**src/rtl/imem_boot_controller_if.sv**
```systemverilog
// Loader, core fetch and instruction-memory signals of the boot controller.
interface imem_boot_controller_if #(
  parameter int unsigned ADDR_WIDTH = 8
);
  logic                  load_valid;
  logic                  load_ready;
  logic [31:0]           load_data;
  logic                  load_last;
  logic                  run_req;
  logic                  reload;
  logic [31:0]           pc;
  logic [31:0]           instruction;
  logic                  cpu_run;
  logic                  mem_we;
  logic [ADDR_WIDTH-1:0] mem_waddr;
  logic [31:0]           mem_wdata;
  logic [ADDR_WIDTH-1:0] mem_raddr;
  logic [31:0]           mem_rdata;
  logic [ADDR_WIDTH:0]   word_count;
  logic                  pc_fault;
  logic                  load_error;

  // Controller side.
  modport slave (
    input  load_valid, load_data, load_last, run_req, reload, pc, mem_rdata,
    output load_ready, instruction, cpu_run, mem_we, mem_waddr, mem_wdata,
           mem_raddr, word_count, pc_fault, load_error
  );

  // Environment side: loader, core and memory array.
  modport master (
    output load_valid, load_data, load_last, run_req, reload, pc, mem_rdata,
    input  load_ready, instruction, cpu_run, mem_we, mem_waddr, mem_wdata,
           mem_raddr, word_count, pc_fault, load_error
  );
endinterface

```
**src/rtl/imem_boot_controller.sv**
```systemverilog
// Instruction memory boot sequencer: streams a program into memory, then
// releases the core and serves its fetches, substituting NOPs when invalid.
module imem_boot_controller #(
  parameter int unsigned ADDR_WIDTH = 8,
  parameter logic [31:0] NOP_INSN   = 32'h0000_0013
) (
  input  logic                   clk,
  input  logic                   rst_n,
  imem_boot_controller_if.slave  bus
);
  localparam int unsigned      CNT_W    = ADDR_WIDTH + 1;
  localparam logic [CNT_W-1:0] LAST_IDX = CNT_W'((1 << ADDR_WIDTH) - 1);

  typedef enum logic [2:0] {IDLE, LOAD, DONE, RUN, ERROR} state_t;

  state_t           state;
  logic [CNT_W-1:0] word_count;
  logic             cpu_run;
  logic             pc_fault;
  logic             load_error;

  logic             load_ready_c;
  logic             accept_c;
  logic             pc_in_range_c;
  logic             unused_pc_lsbs;

  // Handshake and range decode.
  assign load_ready_c   = (state == IDLE) || (state == LOAD);
  assign accept_c       = bus.load_valid && load_ready_c;
  assign pc_in_range_c  = (bus.pc[31:ADDR_WIDTH+2] == '0);
  assign unused_pc_lsbs = ^bus.pc[1:0];

  // Memory write port follows the accepted word directly.
  assign bus.load_ready  = load_ready_c;
  assign bus.mem_we      = accept_c;
  assign bus.mem_waddr   = word_count[ADDR_WIDTH-1:0];
  assign bus.mem_wdata   = bus.load_data;

  // Fetch path: word address from PC, NOP unless running and in range.
  assign bus.mem_raddr   = bus.pc[ADDR_WIDTH+1:2];
  assign bus.instruction = ((state == RUN) && pc_in_range_c) ? bus.mem_rdata : NOP_INSN;

  assign bus.cpu_run     = cpu_run;
  assign bus.word_count  = word_count;
  assign bus.pc_fault    = pc_fault;
  assign bus.load_error  = load_error;

  // Sequencer state, load counter and sticky flags; cpu_run tracks entry into RUN.
  always_ff @(posedge clk or negedge rst_n) begin
    if (!rst_n) begin
      state      <= IDLE;
      word_count <= '0;
      cpu_run    <= 1'b0;
      pc_fault   <= 1'b0;
      load_error <= 1'b0;
    end else begin
      if (accept_c) begin
        word_count <= word_count + CNT_W'(1);
      end
      if ((state == RUN) && !pc_in_range_c) begin
        pc_fault <= 1'b1;
      end
      case (state)
        IDLE: begin
          if (accept_c) begin
            state <= bus.load_last ? DONE : LOAD;
          end else if (bus.run_req) begin
            state   <= RUN;
            cpu_run <= 1'b1;
          end
        end
        LOAD: begin
          if (accept_c) begin
            if (bus.load_last) begin
              state <= DONE;
            end else if (word_count == LAST_IDX) begin
              state      <= ERROR;
              load_error <= 1'b1;
            end
          end
        end
        DONE: begin
          state   <= RUN;
          cpu_run <= 1'b1;
        end
        RUN: begin
          // Reload takes priority over a fault raised in the same cycle.
          if (bus.reload) begin
            state      <= IDLE;
            cpu_run    <= 1'b0;
            word_count <= '0;
            pc_fault   <= 1'b0;
          end
        end
        ERROR: begin
          state <= ERROR;
        end
        default: begin
          state   <= IDLE;
          cpu_run <= 1'b0;
        end
      endcase
    end
  end
endmodule

```
**src/flat_wrapper.sv**
```systemverilog
// flat-port wrapper written by rule: the top's interface ports become plain ports
module imem_boot_controller_flat 
#(
  parameter int unsigned ADDR_WIDTH = 8,
  parameter logic [31:0] NOP_INSN   = 32'h0000_0013
)
  (clk, rst_n, bus_load_valid, bus_load_data, bus_load_last, bus_run_req, bus_reload, bus_pc, bus_mem_rdata, bus_load_ready, bus_instruction, bus_cpu_run, bus_mem_we, bus_mem_waddr, bus_mem_wdata, bus_mem_raddr, bus_word_count, bus_pc_fault, bus_load_error);
  imem_boot_controller_if #(.ADDR_WIDTH(ADDR_WIDTH)) bus_i ();
  input  logic clk;
  input  logic rst_n;
  input wire logic [$bits(bus_i.load_valid)-1:0] bus_load_valid;
  input wire logic [$bits(bus_i.load_data)-1:0] bus_load_data;
  input wire logic [$bits(bus_i.load_last)-1:0] bus_load_last;
  input wire logic [$bits(bus_i.run_req)-1:0] bus_run_req;
  input wire logic [$bits(bus_i.reload)-1:0] bus_reload;
  input wire logic [$bits(bus_i.pc)-1:0] bus_pc;
  input wire logic [$bits(bus_i.mem_rdata)-1:0] bus_mem_rdata;
  output wire logic [$bits(bus_i.load_ready)-1:0] bus_load_ready;
  output wire logic [$bits(bus_i.instruction)-1:0] bus_instruction;
  output wire logic [$bits(bus_i.cpu_run)-1:0] bus_cpu_run;
  output wire logic [$bits(bus_i.mem_we)-1:0] bus_mem_we;
  output wire logic [$bits(bus_i.mem_waddr)-1:0] bus_mem_waddr;
  output wire logic [$bits(bus_i.mem_wdata)-1:0] bus_mem_wdata;
  output wire logic [$bits(bus_i.mem_raddr)-1:0] bus_mem_raddr;
  output wire logic [$bits(bus_i.word_count)-1:0] bus_word_count;
  output wire logic [$bits(bus_i.pc_fault)-1:0] bus_pc_fault;
  output wire logic [$bits(bus_i.load_error)-1:0] bus_load_error;
  assign bus_i.load_valid = bus_load_valid;
  assign bus_i.load_data = bus_load_data;
  assign bus_i.load_last = bus_load_last;
  assign bus_i.run_req = bus_run_req;
  assign bus_i.reload = bus_reload;
  assign bus_i.pc = bus_pc;
  assign bus_i.mem_rdata = bus_mem_rdata;
  assign bus_load_ready = bus_i.load_ready;
  assign bus_instruction = bus_i.instruction;
  assign bus_cpu_run = bus_i.cpu_run;
  assign bus_mem_we = bus_i.mem_we;
  assign bus_mem_waddr = bus_i.mem_waddr;
  assign bus_mem_wdata = bus_i.mem_wdata;
  assign bus_mem_raddr = bus_i.mem_raddr;
  assign bus_word_count = bus_i.word_count;
  assign bus_pc_fault = bus_i.pc_fault;
  assign bus_load_error = bus_i.load_error;
  imem_boot_controller #(.ADDR_WIDTH(ADDR_WIDTH), .NOP_INSN(NOP_INSN)) u_core (.clk(clk), .rst_n(rst_n), .bus(bus_i));
endmodule
```
**config.mk**
```make
export PLATFORM = sky130hd
export DESIGN_NAME = imem_boot_controller_flat
export DESIGN_NICKNAME = d
export VERILOG_FILES = /design/src/rtl/imem_boot_controller_if.sv /design/src/rtl/imem_boot_controller.sv /design/src/flat_wrapper.sv
export SDC_FILE = /design/constraint.sdc
export NUM_CORES = 1
export LEC_CHECK = 0
export ABC_CLOCK_PERIOD_IN_PS = 5300
export CAP_MARGIN = 15
export CELL_PAD_IN_SITES_DETAIL_PLACEMENT = 1
export CELL_PAD_IN_SITES_GLOBAL_PLACEMENT = 1
export CORE_AREA = 2 2 76 78
export CTS_CLUSTER_DIAMETER = 40
export DETAILED_ROUTE_END_ITERATION = 10
export DIE_AREA = 0 0 78 80
export DONT_BUFFER_PORTS = 1
export PLACE_DENSITY = 0.55
export RECOVER_POWER = 50
export SLEW_MARGIN = 10
export SYNTH_ARGS = -nofsm -noshare
export SYNTH_HDL_FRONTEND = slang
export SYNTH_SLANG_ARGS = --single-unit
```
**constraint.sdc**
```tcl
create_clock -name clk -period 5.3 [get_ports clk]
set_input_delay 1.06 -clock clk [delete_from_list [all_inputs] [get_ports clk]]
set_output_delay 1.06 -clock clk [all_outputs]
set_load 0.01 [all_outputs]
```
==> flow_summary.ini, run 1 <==
[clocking]
cts-root-buf = clkbuf_8
cts_tree = built
ctsResizeCount = 0
hold_buffers = 0
cts-buffers-inserted = 3
clock-sinks = 15
cts_setup_buffers = 0
clock_path_buffers = 2
h-tree-depth = 1
clk_pin_slew_ns = 0.06
insertion_delay_ns = 0.24

[floorplan]
die_height_um = 80
start_util = 0.263
pin_count = 196
die_area_um2 = 6240
die_w_um = 78
core_region_area_um2 = 5410
rows = 27

[logic_synthesis]
synth_nets = 280
synth_top_area_frac = 0.264
synth_warnings = 0
syn_inst = 176
netlist_area_um2 = 1420
ys_async_sr_fraction = 1.00
seq_area_frac_synth = 0.264
syn_avg_cell_area_um2 = 8.09
ys_types = 31
synth_edf_count = 0
synth_flop_cell = dfrtp_1
ys_ff_latch = 15
synth_area_leader_cell = dfrtp_1
yosys-top-cells-area = dfrtp_1 26%, buf_4 26%, and2_1 13%

[sta]
fin_tns_setup_ns = 0
setup_violations = 0
grt_setup_unrepaired = false
timing.final.crit_period_ns = 3.43
maxSlewViolCount = 0
skew_ns = 0.00379
layout_setup_ws_ns = 1.87
hold_viol_final = 0
clock.fmax_mhz = 292
tightest_slew_ns = 0.369
whs_ns = 0.503
slew_headroom = 0.752
fin_crit_sh = 0.647

[layout]
diodes = 0
nets = 230
syn_to_final_growth_pct = -18.7
drive_above_1_share = 0.0560
fin_util = 0.214

[routing]
drc = 0
initialDrtViolationCount = 9
postRouteAntennaNets = 0
drt_pass1_iterations = 3
wl_per_cell_um = 20.4
drt-total-wl_um = 4010
via_per_inst = 5.09
vias = 1002

[power_and_ir_drop]
peakVddDrop_mv = 0.0844
switchingPower_mw = 0.143
pwr-share-seq = 0.503
pwr-share-comb = 0.252
p_int_mw = 0.233
p_leak_nw = 0.479
p_per_area_nw_per_um2 = 325
power_frac_clock = 0.245
swShare = 0.380

[placement]
place.gp.congestion = 0.727
hpwl_um = 3470
io_buffers = 0
place_ws_ns = 1.73

[grt]
grt_pass1_vias = 1011
grt_max_degree = 33
antenna_found_initial = 0
grt_use_total = 0.122
grt_overflow = 0
grt_pass1_wl_um = 5690

[setup_path]
r2r_cells = 7
crit_path_top_delay_cell = nor4_1
setup.worst_path.end_class = output port
critical_path_class = in2out
reg2reg_from = u_core.bus.word_count[0]
cp.required_ns = 4.24
max_stage_delay_ns = 0.37
start_kind = input pin
crit_path_max_fanout = 32
crit_arrival_ns = 2.37
regToRegSetupSlack_ns = 3.42
regToRegEndpoint = u_core.state[2]
crit_chain = nor4_1 > nand4_1 > nor3_2 > buf_4 > and2_1

[run_status]
status = finished clean

[worst_hold_path]
min_path_type = in2async

[run]
cap_violations = 0
-- registers in the layout (all words and copies together), names as in the netlist --
name / count
u_core.bus.cpu_run: 1
u_core.bus.load_error: 1
u_core.state: 3
u_core.bus.pc_fault: 1
u_core.bus.word_count: 9
-- cells in the mapped netlist (all sizes together) (2+ instances only) --
master and count:
a21o 2, a21oi 7, and2 29, and3 2, buf 51, clkbuf 5, dfrtp 15, ha 2
inv 3, mux2i 2, nand2 6, nand2b 4, nand3 2, nand4 4, nor2 13, nor2b 2
nor3 5, nor4 5, o21ai 4, xnor2 3, xor2 3
-- cell families after synthesis --
logic type / count (synthesis) / synth area share
buffers and inverters: 59 / 0.295
AND/OR/NAND/NOR: 75 / 0.298
adder cells (fa/ha/maj): 2 / 0.0176
flip-flops: 15 / 0.264
multiplexers: 3 / 0.0220
XOR/XNOR: 6 / 0.0369
AO/OA/AOI/OAI: 16 / 0.0668
-- per-stage QoR --
step | power [mW] | instance area (um^2) | instances
CTS | 0.382 | 1160 | 197
finish | 0.376 | 1160 | 197
global route | 0.405 | 1160 | 197
detailed placement | 0.289 | 1110 | 193
global placement | 0.281 | 1110 | 193
floorplan | 0.313 | 1420 | 176
-- cells in the final DEF, fill, tap and decap left out, types with 2 or more instances in the layout --
cell / count
nor4_1: 5
a21oi_1: 7
nand2b_1: 4
xnor2_1: 3
nor2b_1: 2
a21o_1: 2
nand3_1: 2
nand2_1: 6
clkbuf_8: 3
xor2_1: 3
and3_1: 2
ha_1: 2
mux2i_1: 2
inv_1: 3
nor3_1: 4
and2_1: 29
nand4_1: 4
dfrtp_1: 15
nor2_1: 13
o21ai_0: 4
-- cell type report --
class | count | area [um^2]
Fill cell | 664 | 4250
Sequential cell | 15 | 375
Clock buffer | 4 | 45.0
Multi-Input combinational cell | 102 | 628
Tap cell | 72 | 90.1
Timing Repair Buffer | 1 | 7.51
Inverter | 3 | 11.3
-- routing by layer --
metal	track usage	wire length, um
met4	0.0982	233
met5	0	0
met3	0.0385	471
met1	0.0902	1060
met2	0.247	2250
-- worst max-delay path by stage --
stage / slack, ns / startpoint / cells past startpoint / to
after global routing: 1.67 / bus_pc[11] / 5 / bus_instruction[16]
after floorplan: 2.09 / bus_pc[14] / 5 / bus_instruction[10]
after global placement: 1.80 / bus_pc[11] / 5 / bus_instruction[16]
after detailed placement: 1.73 / bus_pc[11] / 5 / bus_instruction[16]
final: 1.87 / bus_pc[11] / 5 / bus_instruction[13]
after CTS: 1.73 / bus_pc[11] / 5 / bus_instruction[16]
-- power by group through the flow --
stage | sequential (mW) | clock [mW] | combinational [mW]
after floorplan | 0.164 | 0 | 0.149
after global placement | 0.190 | 0 | 0.0907
after detailed placement | 0.192 | 0 | 0.0974
after CTS | 0.190 | 0.0943 | 0.0979
after global routing | 0.196 | 0.100 | 0.109
final | 0.189 | 0.0919 | 0.0949
-- critical path: cells and delay by family --
family                 cells  cell delay, ns
AND/OR/NAND/NOR            4            1.04
buffers and inverters      1            0.26
Power figures use the tool's default switching activity.
==> inputs of run 2 (changes only) <==
--- a/config.mk
+++ b/config.mk
@@ -5,16 +5,16 @@
 export SDC_FILE = /design/constraint.sdc
 export NUM_CORES = 1
 export LEC_CHECK = 0
-export ABC_CLOCK_PERIOD_IN_PS = 5300
+export ABC_CLOCK_PERIOD_IN_PS = 3400
 export CAP_MARGIN = 15
 export CELL_PAD_IN_SITES_DETAIL_PLACEMENT = 1
 export CELL_PAD_IN_SITES_GLOBAL_PLACEMENT = 1
-export CORE_AREA = 2 2 76 78
+export CORE_AREA = 2 2 77 79
 export CTS_CLUSTER_DIAMETER = 40
 export DETAILED_ROUTE_END_ITERATION = 10
-export DIE_AREA = 0 0 78 80
+export DIE_AREA = 0 0 79 81
 export DONT_BUFFER_PORTS = 1
-export PLACE_DENSITY = 0.55
+export PLACE_DENSITY = 0.54
 export RECOVER_POWER = 50
 export SLEW_MARGIN = 10
 export SYNTH_ARGS = -nofsm -noshare
==> constraint.sdc (replaced) <==
create_clock -name clk -period 3.4 [get_ports clk]
set_input_delay 0.68 -clock clk [delete_from_list [all_inputs] [get_ports clk]]
set_output_delay 0.68 -clock clk [all_outputs]
set_load 0.01 [all_outputs]
==> run 2 against run 1 <==
Die area increased by 2.5%; core utilization decreased by 0.93 points; register-to-register slack got worse by 2.0 ns; cell count increased by 1.5%; global-route usage decreased by 1.8 points; clock-buffer cell count decreased by 1; critical path depth unchanged; sequential share of layout area decreased by 0.14 points; sequential power increased by 55%; clock skew decreased by 0.0011 ns; first-iteration DRC count increased to 4.7 times the previous value; critical endpoint is now bus_instruction[25]; largest cell class unchanged; largest power group unchanged.
==> flow_summary.ini, run 2 (synthesis results as in run 1) <==
[run_status]
status = finished clean

[setup_path]
regToRegSetupSlack_ns = 1.47
crit_path_max_fanout = 32
start_kind = input pin
max_stage_delay_ns = 0.42
crit_chain = nor4_1 > nand4_1 > nor3_2 > buf_4 > and2_1
critical_path_class = in2out
crit_arrival_ns = 2.01
crit_path_top_delay_cell = nor4_1
r2r_cells = 7
setup.worst_path.end_class = output port
cp.required_ns = 2.72

[grt]
grt_pass1_wl_um = 5030
grt_max_degree = 33
grt_overflow = 0
grt_pass1_vias = 895
grt_use_total = 0.103
antenna_found_initial = 0

[placement]
place.gp.congestion = 0.750
hpwl_um = 2990
io_buffers = 0

[clocking]
clock_path_buffers = 2
ctsResizeCount = 0
h-tree-depth = 1
insertion_delay_ns = 0.25
cts-root-buf = clkbuf_8
hold_buffers = 0
clk_pin_slew_ns = 0.07
clock-sinks = 15
cts-buffers-inserted = 3
cts_tree = built
cts_setup_buffers = 0

[layout]
largestRegisters = u_core.bus.word_count: 9 flops, u_core.state: 3 flops
final_cell_mix = 29 x and2_1, 15 x dfrtp_1, 13 x nor2_1
drive_above_1_share = 0.0720
nets = 230
syn_to_final_growth_pct = -18.4
nFillCells = 677
largest_reg_flops = 9
diodes = 0
final_common_cell = and2_1
regMostFlops = u_core.bus.word_count

[sta]
grt_setup_unrepaired = false
fin_tns_setup_ns = 0
slew_headroom = 0.706
timing.final.crit_period_ns = 2.69
setup_violations = 0
fin_crit_sh = 0.792
hold_viol_final = 0
skew_ns = 0.00268
maxSlewViolCount = 0
clock.fmax_mhz = 371
whs_ns = 0.118
tightest_slew_ns = 0.438

[run]
cap_violations = 0

[routing]
initialDrtViolationCount = 42
drt-total-wl_um = 3550
vias = 942
via_per_inst = 4.71
postRouteAntennaNets = 0
drc = 0
wl_per_cell_um = 17.8
drt_pass1_iterations = 3

[floorplan]
core_region_area_um2 = 5680
die_area_um2 = 6400
pin_count = 196
start_util = 0.251
die_w_um = 79
rows = 28
die_height_um = 81

[power_and_ir_drop]
peakVddDrop_mv = 0.119
p_per_area_nw_per_um2 = 509
p_leak_nw = 0.480

[worst_hold_path]
min_path_type = in2async
## run 2: changes by cell type in the layout (fill, tap and decap cells not counted)
cell      before  now
clkbuf_1       1    0
clkinv_2       0    1
inv_1          3    2
inv_2          0    1
## run 2: critical path: cells and delay by family
family | cells | cell delay (ns)
simple gates | 4 | 1.07
buf+inv | 1 | 0.26
## run 2: layout make-up
| cell class | count | area [um^2] | area share |
|---|---|---|---|
| clock buffer | 3 | 41.3 | 0.0355 |
| clock inverter | 1 | 5.00 | 0.00431 |
| inverter | 3 | 11.3 | 0.00969 |
| multi-input combinational | 102 | 628 | 0.540 |
| sequential | 15 | 375 | 0.323 |
| tap | 75 | 93.8 | 0.0807 |
| timing repair buffer | 1 | 7.51 | 0.00646 |
## run 2: final timing paths
check,startpoint,end
setup / recovery,bus_pc[14],bus_instruction[25]
hold / removal,rst_n,u_core.bus.word_count[2]
setup reg to reg,u_core.bus.word_count[0],u_core.state[2]
hold reg to reg,u_core.bus.load_error,u_core.bus.load_error
max in group asynchronous,rst_n,u_core.state[0]
min in group clk,u_core.bus.load_error,u_core.bus.load_error
## run 2: layer usage
layer  wire length, um  vias up  track usage
met5                 0        -            0
met3               300        8       0.0256
met2              1930       52        0.181
li1                  -      423            -
met1              1220      459        0.110
met4               109        0       0.0707
## run 2: where the power goes
group          switching, mW  leakage, nW  internal [mW]  total [mW]
clock                 0.0671       0.0255         0.0812       0.148
sequential            0.0785        0.196          0.215       0.293
combinational         0.0844        0.259         0.0660       0.150
## run 2: metrics by stage
stage	area [um^2]	instances	total power [mW]	setup WS, ns	util
floorplan	1420	176	0.487	0.954	-
global placement	1120	196	0.438	0.587	0.197
detailed placement	1120	196	0.453	0.532	0.197
CTS	1160	200	0.605	0.532	0.205
global route	1160	200	0.644	0.491	0.205
finish	1160	200	0.592	0.706	0.205
